**config.mk**
```make
export PLATFORM = sky130hd
export DESIGN_NAME = wave_capture
export DESIGN_NICKNAME = d
export VERILOG_FILES = /design/src/rtl/wave_capture.sv
export SDC_FILE = /design/constraint.sdc
export NUM_CORES = 2
export LEC_CHECK = 0
export BUFFER_PORTS_ARGS = -buffer_cell sky130_fd_sc_hd__clkbuf_2
export CAP_MARGIN = 10
export CORE_ASPECT_RATIO = 0.7
export CORE_MARGIN = 2
export CORE_UTILIZATION = 45
export CTS_CLUSTER_DIAMETER = 200
export DETAILED_ROUTE_END_ITERATION = 6
export HOLD_SLACK_MARGIN = 0.15
export PLACE_DENSITY = 0.7
export SETUP_SLACK_MARGIN = 0.02
export SLEW_MARGIN = 20
export SYNTH_ARGS = -nofsm -noshare
export SYNTH_HDL_FRONTEND = slang
export SYNTH_SLANG_ARGS = --single-unit
export TNS_END_PERCENT = 100
```
**constraint.sdc**
```tcl
create_clock -name clk -period 8.2 [get_ports clk]
set_input_delay 0 -clock clk [delete_from_list [all_inputs] [get_ports clk]]
set_output_delay 0 -clock clk [all_outputs]
set_load 0.005 [all_outputs]
```
**src/rtl/wave_capture.sv**
```systemverilog
// Acquisition front end: timebase decimation, level/slope trigger with auto timeout,
// ping-pong capture of one frame and per-column replay of the displayed bank.

module wave_capture_bank #(
    parameter int DEPTH = 200,
    parameter int AW    = 8
) (
    input  logic          clk,
    input  logic          rst_n,
    input  logic          we,
    input  logic [AW-1:0] waddr,
    input  logic [7:0]    wdata,
    input  logic          re,
    input  logic [AW-1:0] raddr,
    output logic [7:0]    rdata
);
    logic [7:0] mem [DEPTH];

    always_ff @(posedge clk) begin
        if (we) mem[waddr] <= wdata;
    end

    // Output register clears on reset so the replayed sample starts at 0; array is untouched.
    always_ff @(posedge clk) begin
        if (!rst_n)  rdata <= '0;
        else if (re) rdata <= mem[raddr];
    end
endmodule

module wave_capture #(
    parameter int H_START   = 100,
    parameter int H_LEN     = 200,
    parameter int V_START   = 200,
    parameter int V_LEN     = 256,
    parameter int SWAP_LINE = 480,
    parameter int AUTO_TO   = 4096
) (
    input  logic       clk,
    input  logic       rst_n,
    input  logic [7:0] adc_data,
    input  logic [3:0] div_sel,
    input  logic [7:0] trig_level,
    input  logic       trig_slope,
    input  logic       auto_mode,
    input  logic       hold,
    input  logic [9:0] value_x,
    input  logic [9:0] value_y,
    output logic [7:0] wave_data,
    output logic       frame_ready,
    output logic       trig_seen
);
    localparam int AW = $clog2(H_LEN);
    localparam int TW = $clog2(AUTO_TO) + 1;
    localparam logic [9:0] X_LO   = 10'(H_START);
    localparam logic [9:0] X_HI   = 10'(H_START + H_LEN);
    localparam logic [9:0] Y_LO   = 10'(V_START);
    localparam logic [9:0] Y_HI   = 10'(V_START + V_LEN);
    localparam logic [9:0] SWAP_Y = 10'(SWAP_LINE);

    typedef enum logic [2:0] {IDLE, ARM, WAIT_TRIG, CAPTURE, DONE} state_t;

    state_t        state;
    logic [15:0]   div_cnt, div_lim;
    logic          strobe;
    logic [7:0]    prev_smp;
    logic [TW-1:0] to_cnt;
    logic [AW-1:0] wr_ptr, wr_addr, rd_addr;
    logic          bank_sel, rd_bank, trig_flag;
    logic          trig_hit, force_hit, start_cap, wr_en, do_swap, in_win;
    logic [1:0][7:0] bank_rdata;

    // Timebase. A div_sel shrink that leaves div_cnt past the new limit wraps
    // to 0 without a strobe instead of running all the way round the counter.
    assign div_lim = (16'd1 << div_sel) - 16'd1;
    assign strobe  = (div_cnt == div_lim);

    always_ff @(posedge clk) begin
        if (!rst_n)                div_cnt <= '0;
        else if (div_cnt >= div_lim) div_cnt <= '0;
        else                       div_cnt <= div_cnt + 16'd1;
    end

    always_ff @(posedge clk) begin
        if (!rst_n)      prev_smp <= '0;
        else if (strobe) prev_smp <= adc_data;
    end

    // adc_data is the sample being strobed now; prev_smp is the one before it.
    always_comb begin
        if (trig_slope) trig_hit = (prev_smp < trig_level) && (adc_data >= trig_level);
        else            trig_hit = (prev_smp > trig_level) && (adc_data <= trig_level);
    end

    assign force_hit = auto_mode && (to_cnt == TW'(AUTO_TO - 1));
    assign start_cap = (state == WAIT_TRIG) && strobe && (trig_hit || force_hit);
    assign wr_en     = start_cap || ((state == CAPTURE) && strobe);
    assign wr_addr   = (state == CAPTURE) ? wr_ptr : '0;
    assign do_swap   = (state == DONE) && (value_y == SWAP_Y) && (value_x == '0) && !hold;

    always_ff @(posedge clk) begin
        if (!rst_n) begin
            state       <= IDLE;
            wr_ptr      <= '0;
            to_cnt      <= '0;
            bank_sel    <= 1'b0;
            trig_flag   <= 1'b0;
            frame_ready <= 1'b0;
            trig_seen   <= 1'b0;
        end else begin
            frame_ready <= 1'b0;
            case (state)
                IDLE: begin
                    to_cnt <= '0;
                    state  <= ARM;
                end
                ARM: if (strobe) state <= WAIT_TRIG;
                WAIT_TRIG: if (strobe) begin
                    if (trig_hit || force_hit) begin
                        // Sample 0 is written this cycle, capture resumes at 1.
                        trig_flag <= trig_hit;
                        wr_ptr    <= AW'(1);
                        to_cnt    <= '0;
                        state     <= CAPTURE;
                    end else if (to_cnt != '1) begin
                        to_cnt <= to_cnt + 1'b1;
                    end
                end
                CAPTURE: if (strobe) begin
                    if (wr_ptr == AW'(H_LEN - 1)) begin
                        wr_ptr <= '0;
                        state  <= DONE;
                    end else begin
                        wr_ptr <= wr_ptr + 1'b1;
                    end
                end
                DONE: if (do_swap) begin
                    bank_sel    <= ~bank_sel;
                    frame_ready <= 1'b1;
                    trig_seen   <= trig_flag;
                    state       <= ARM;
                end
                default: state <= IDLE;
            endcase
        end
    end

    // Read path: rd_bank remembers which bank produced the held sample.
    assign in_win  = (value_x >= X_LO) && (value_x < X_HI) && (value_y >= Y_LO) && (value_y < Y_HI);
    assign rd_addr = AW'(value_x - X_LO);

    always_ff @(posedge clk) begin
        if (!rst_n)      rd_bank <= 1'b0;
        else if (in_win) rd_bank <= bank_sel;
    end

    for (genvar b = 0; b < 2; b++) begin : g_bank
        wave_capture_bank #(.DEPTH(H_LEN), .AW(AW)) u_bank (
            .clk   (clk),
            .rst_n (rst_n),
            .we    (wr_en && (bank_sel != 1'(b))),
            .waddr (wr_addr),
            .wdata (adc_data),
            .re    (in_win && (bank_sel == 1'(b))),
            .raddr (rd_addr),
            .rdata (bank_rdata[b])
        );
    end

    assign wave_data = bank_rdata[rd_bank];
endmodule

```
==> results.md <==
- Die ar.: 289500 um^2
- Number of global-route vias before repair: 62720
- Syn Inst Count: 6143
- Hold Vio Cnt, Final: 0
- Synth Register Bits: 3269
- Tot Pwr: 33.93 mW
- Largest net degree at the start of global routing: 159
- Async SR Flop Fraction: 0
- Commonest non-fill, non-tap cells in the layout: edfxtp_1, mux4_2, nor2_1, nand2_1, clkbuf_16
- Leakage: 43.71 nW
- Worst-Margin Slew: 1.233 ns
- Syn Nets: 6228
- Top FF cell, synth: edfxtp_1
- WL per Instance: 33.92 um
- Total CTS buffers: 289
- Final period util: 0.7119
- Synth area leaders: edfxtp_1, mux4_2, nor2_1, dfxtp_1, nand2_1
- Post-CTS resize count: 0
- Port buffer count: 54
- Peak VDD IR: 171.4 uV
- Clock Root Buffer: clkbuf_16
- Mapped Area: 128300 um^2
- Fin nets: 6380
- Failing checks: DRC
- Clock Skew: 0.04856 ns
- Io pins: 55
- Syn Area/Cell: 20.89 um^2
- Status: finished, violations left
- Area Growth Syn to Fin: 11.04%
- Cell Rows: 163
- Post-synthesis sequential area ratio: 0.7597
- Vias per cell: 6.432
- Routability congestion estimate: 0.9614
- TNS Setup: 0 ns
- Clock transition at the registers of the reported paths: 0.07 ns
- Max Cap Viol: 0
- Worst path slowest cell: xor2_4
- Synth warn: 0
- Routed Antenna Nets: 0
- CP max stage delay: 0.99 ns
- Crit path required time: 8.93 ns
- Die W: 642.2 um
- Worst hold slack: 0.1992 ns
- Slew Viols, Final: 0
- Crit Path Max Fanout: 51
- Initial antenna violation count: 26
- CP Launch Type: primary input
- Drt pass-1 iters: 7
- Total grt overflow: 0
- Ratio of cells with drive above 1 in the final layout: 0.2369
- Post-CTS Setup Inserts: 0
- Final setup fails: 0
- Total Routing Usage GR: 0.2381
- Die Span Y: 450.7 um
- Tmin final: 5.838 ns
- DR iter-0 viols: 12440
- H-tree Lvls: 5
- Max Buffers Root-to-Sink: 4
- Hold Crit Class: primary input to flip-flop
- Number of remaining DRC errors: 7
- TritonCTS clock tree: yes
- Clock Latency Late Sink: 0.89 ns
- Power Density: 238.1 nW/um^2
- CP arrival: 6.57 ns
- Global-route wire length before repair: 492.7 mm
- Core Area: 282700 um^2
- CTS Sinks: 3269
- Total Wirelength: 350.0 mm
- Kind of critical path: primary input to flip-flop
- Most common cell after layout, fill and taps aside: edfxtp_1
- Cell family with most CP delay: buffers and inverters
- Initial core utilization: 0.4539
- CP cell instances: dlygate4sd3_1, buf_8, clkinv_2, ha_1, nand2b_1, nand2_1, xor2_4, buf_4, nand2_1, a21oi_1, nand4_1, o211ai_1, a31oi_1, dlygate4sd3_1
- CP endpoint kind: flip-flop
- Top-area cell type share of the netlist area: 0.7489
- Post-synth top area cell: edfxtp_1
- Achievable clock frequency: 171.3 MHz
- Relative slew slack: 0.1675
- Hpwl dp: 215.0 mm
- Unrepaired setup endpoints after global routing: no
- Vias: 66370
- Worst Path Buf+Inv: 5
- Post-synth EDFFs: 3200
- Synth cell types: 76
cell usage after synthesis (6+ instances only):
| cell | count |
|---|---|
| and3_1 | 17 |
| clkbuf_1 | 134 |
| nor3b_1 | 8 |
| o21ai_1 | 14 |
| buf_2 | 107 |
| mux4_2 | 889 |
| nor4_1 | 7 |
| a311oi_1 | 6 |
| mux2i_1 | 94 |
| o211ai_1 | 13 |
| inv_1 | 22 |
| nand3_1 | 95 |
| a21o_1 | 7 |
| xnor2_1 | 10 |
| nand2_1 | 337 |
| o22ai_1 | 28 |
| a211oi_1 | 9 |
| o21ai_0 | 33 |
| ha_1 | 40 |
| a21oi_1 | 103 |
| nand4_1 | 48 |
| a221oi_1 | 14 |
| a2111oi_0 | 13 |
| o2111ai_1 | 8 |
| mux2_2 | 22 |
| a32oi_1 | 21 |
| dfxtp_1 | 69 |
| a31oi_1 | 12 |
| buf_1 | 29 |
| edfxtp_1 | 3200 |
| xor2_1 | 13 |
| a22oi_1 | 12 |
| buf_4 | 55 |
| buf_6 | 29 |
| nor3_1 | 23 |
| nor2_1 | 499 |
| nand2b_1 | 8 |
| nor2b_1 | 9 |
| o21a_1 | 6 |
worst paths after layout:
kind         cells past startpoint                                endpoint  slack, ns                startpoint
max                             14  g_bank[1].u_bank.rdata[5]$_SDFFE_PN0P_       2.36                value_x[2]
min                              2   g_bank[1].u_bank.mem[46][2]$_DFFE_PP_       0.20               adc_data[2]
max reg2reg                      9   g_bank[0].u_bank.mem[29][3]$_DFFE_PP_       3.11    div_cnt[11]$_SDFF_PP0_
min reg2reg                      2                prev_smp[4]$_SDFFE_PN0P_       0.46  prev_smp[4]$_SDFFE_PN0P_
state kept, by name, summed over array words and instances, names as in the netlist:
register             cells
frame_ready              1
trig_seen                1
trig_flag                1
state                    3
prev_smp                 8
g_bank.u_bank.mem     3200
bank_sel                 1
div_cnt                 16
to_cnt                  13
g_bank.u_bank.rdata     16
wr_ptr                   8
rd_bank                  1
power by group:
part / switching, mW / leakage (nW) / total (mW) / internal [mW]
clock: 5.99 / 4.51 / 13.6 / 7.59
sequential: 0.0161 / 29.3 / 18.3 / 18.3
combinational: 1.33 / 9.90 / 2.00 / 0.670
total: 7.34 / 43.7 / 33.9 / 26.6
kinds of logic (layout without fill, tap and decap cells):
| family | Yosys count | in the layout | share of synthesized area |
|---|---|---|---|
| AOI/OAI and AO/OA | 341 | 341 | 0.01786 |
| DFF | 3269 | 3269 | 0.7597 |
| other | 1 | 11 | 0.00002923 |
| adders and majority gates | 40 | 40 | 0.003901 |
| xor gates and xnor gates | 25 | 25 | 0.001824 |
| muxes | 1005 | 1005 | 0.1653 |
| buffers and inverters | 378 | 748 | 0.01541 |
| and+or+nand+nor | 1084 | 1084 | 0.03596 |
metal layers:
| layer | wire (um) | global-route usage |
|---|---|---|
| met1 | 139200 | 0.3670 |
| met2 | 141000 | 0.3104 |
| met5 | 35 | 0 |
| met4 | 10790 | 0.06564 |
| met3 | 58890 | 0.09526 |
through the flow:
| step | instances | instance area (um^2) | utilization | setup WS (ns) |
|---|---|---|---|---|
| 3_5_place_dp | 9765 | 132900 | 0.4700 | 1.866 |
| 4_1_cts | 10310 | 142400 | 0.5039 | 2.745 |
| 2_1_floorplan | 6143 | 128300 | - | 4.293 |
| 5_1_grt | 10310 | 142500 | 0.5040 | 2.322 |
| 3_3_place_gp | 9765 | 132900 | 0.4700 | 1.780 |
| 6_report | 10320 | 142500 | 0.5040 | 2.362 |
area by class of cell:
cell class	instances	area (um^2)
Fill cell	21890	140200
Sequential cell	3269	97470
Multi-Input combinational cell	2496	29050
Clock buffer	349	7691
Tap cell	3795	4748
Timing Repair Buffer	215	1849
Clock inverter	160	1544
Inverter	24	91.34
Antenna cell	10	25.02
what timing repair did:
item / CTS / global route
hold buffers: 34 / 0
endpoints found under the setup margin: 0 / 0
hold endpoints to repair: 1080 / 0
Note: power is estimated with default switching activity, not from simulation.
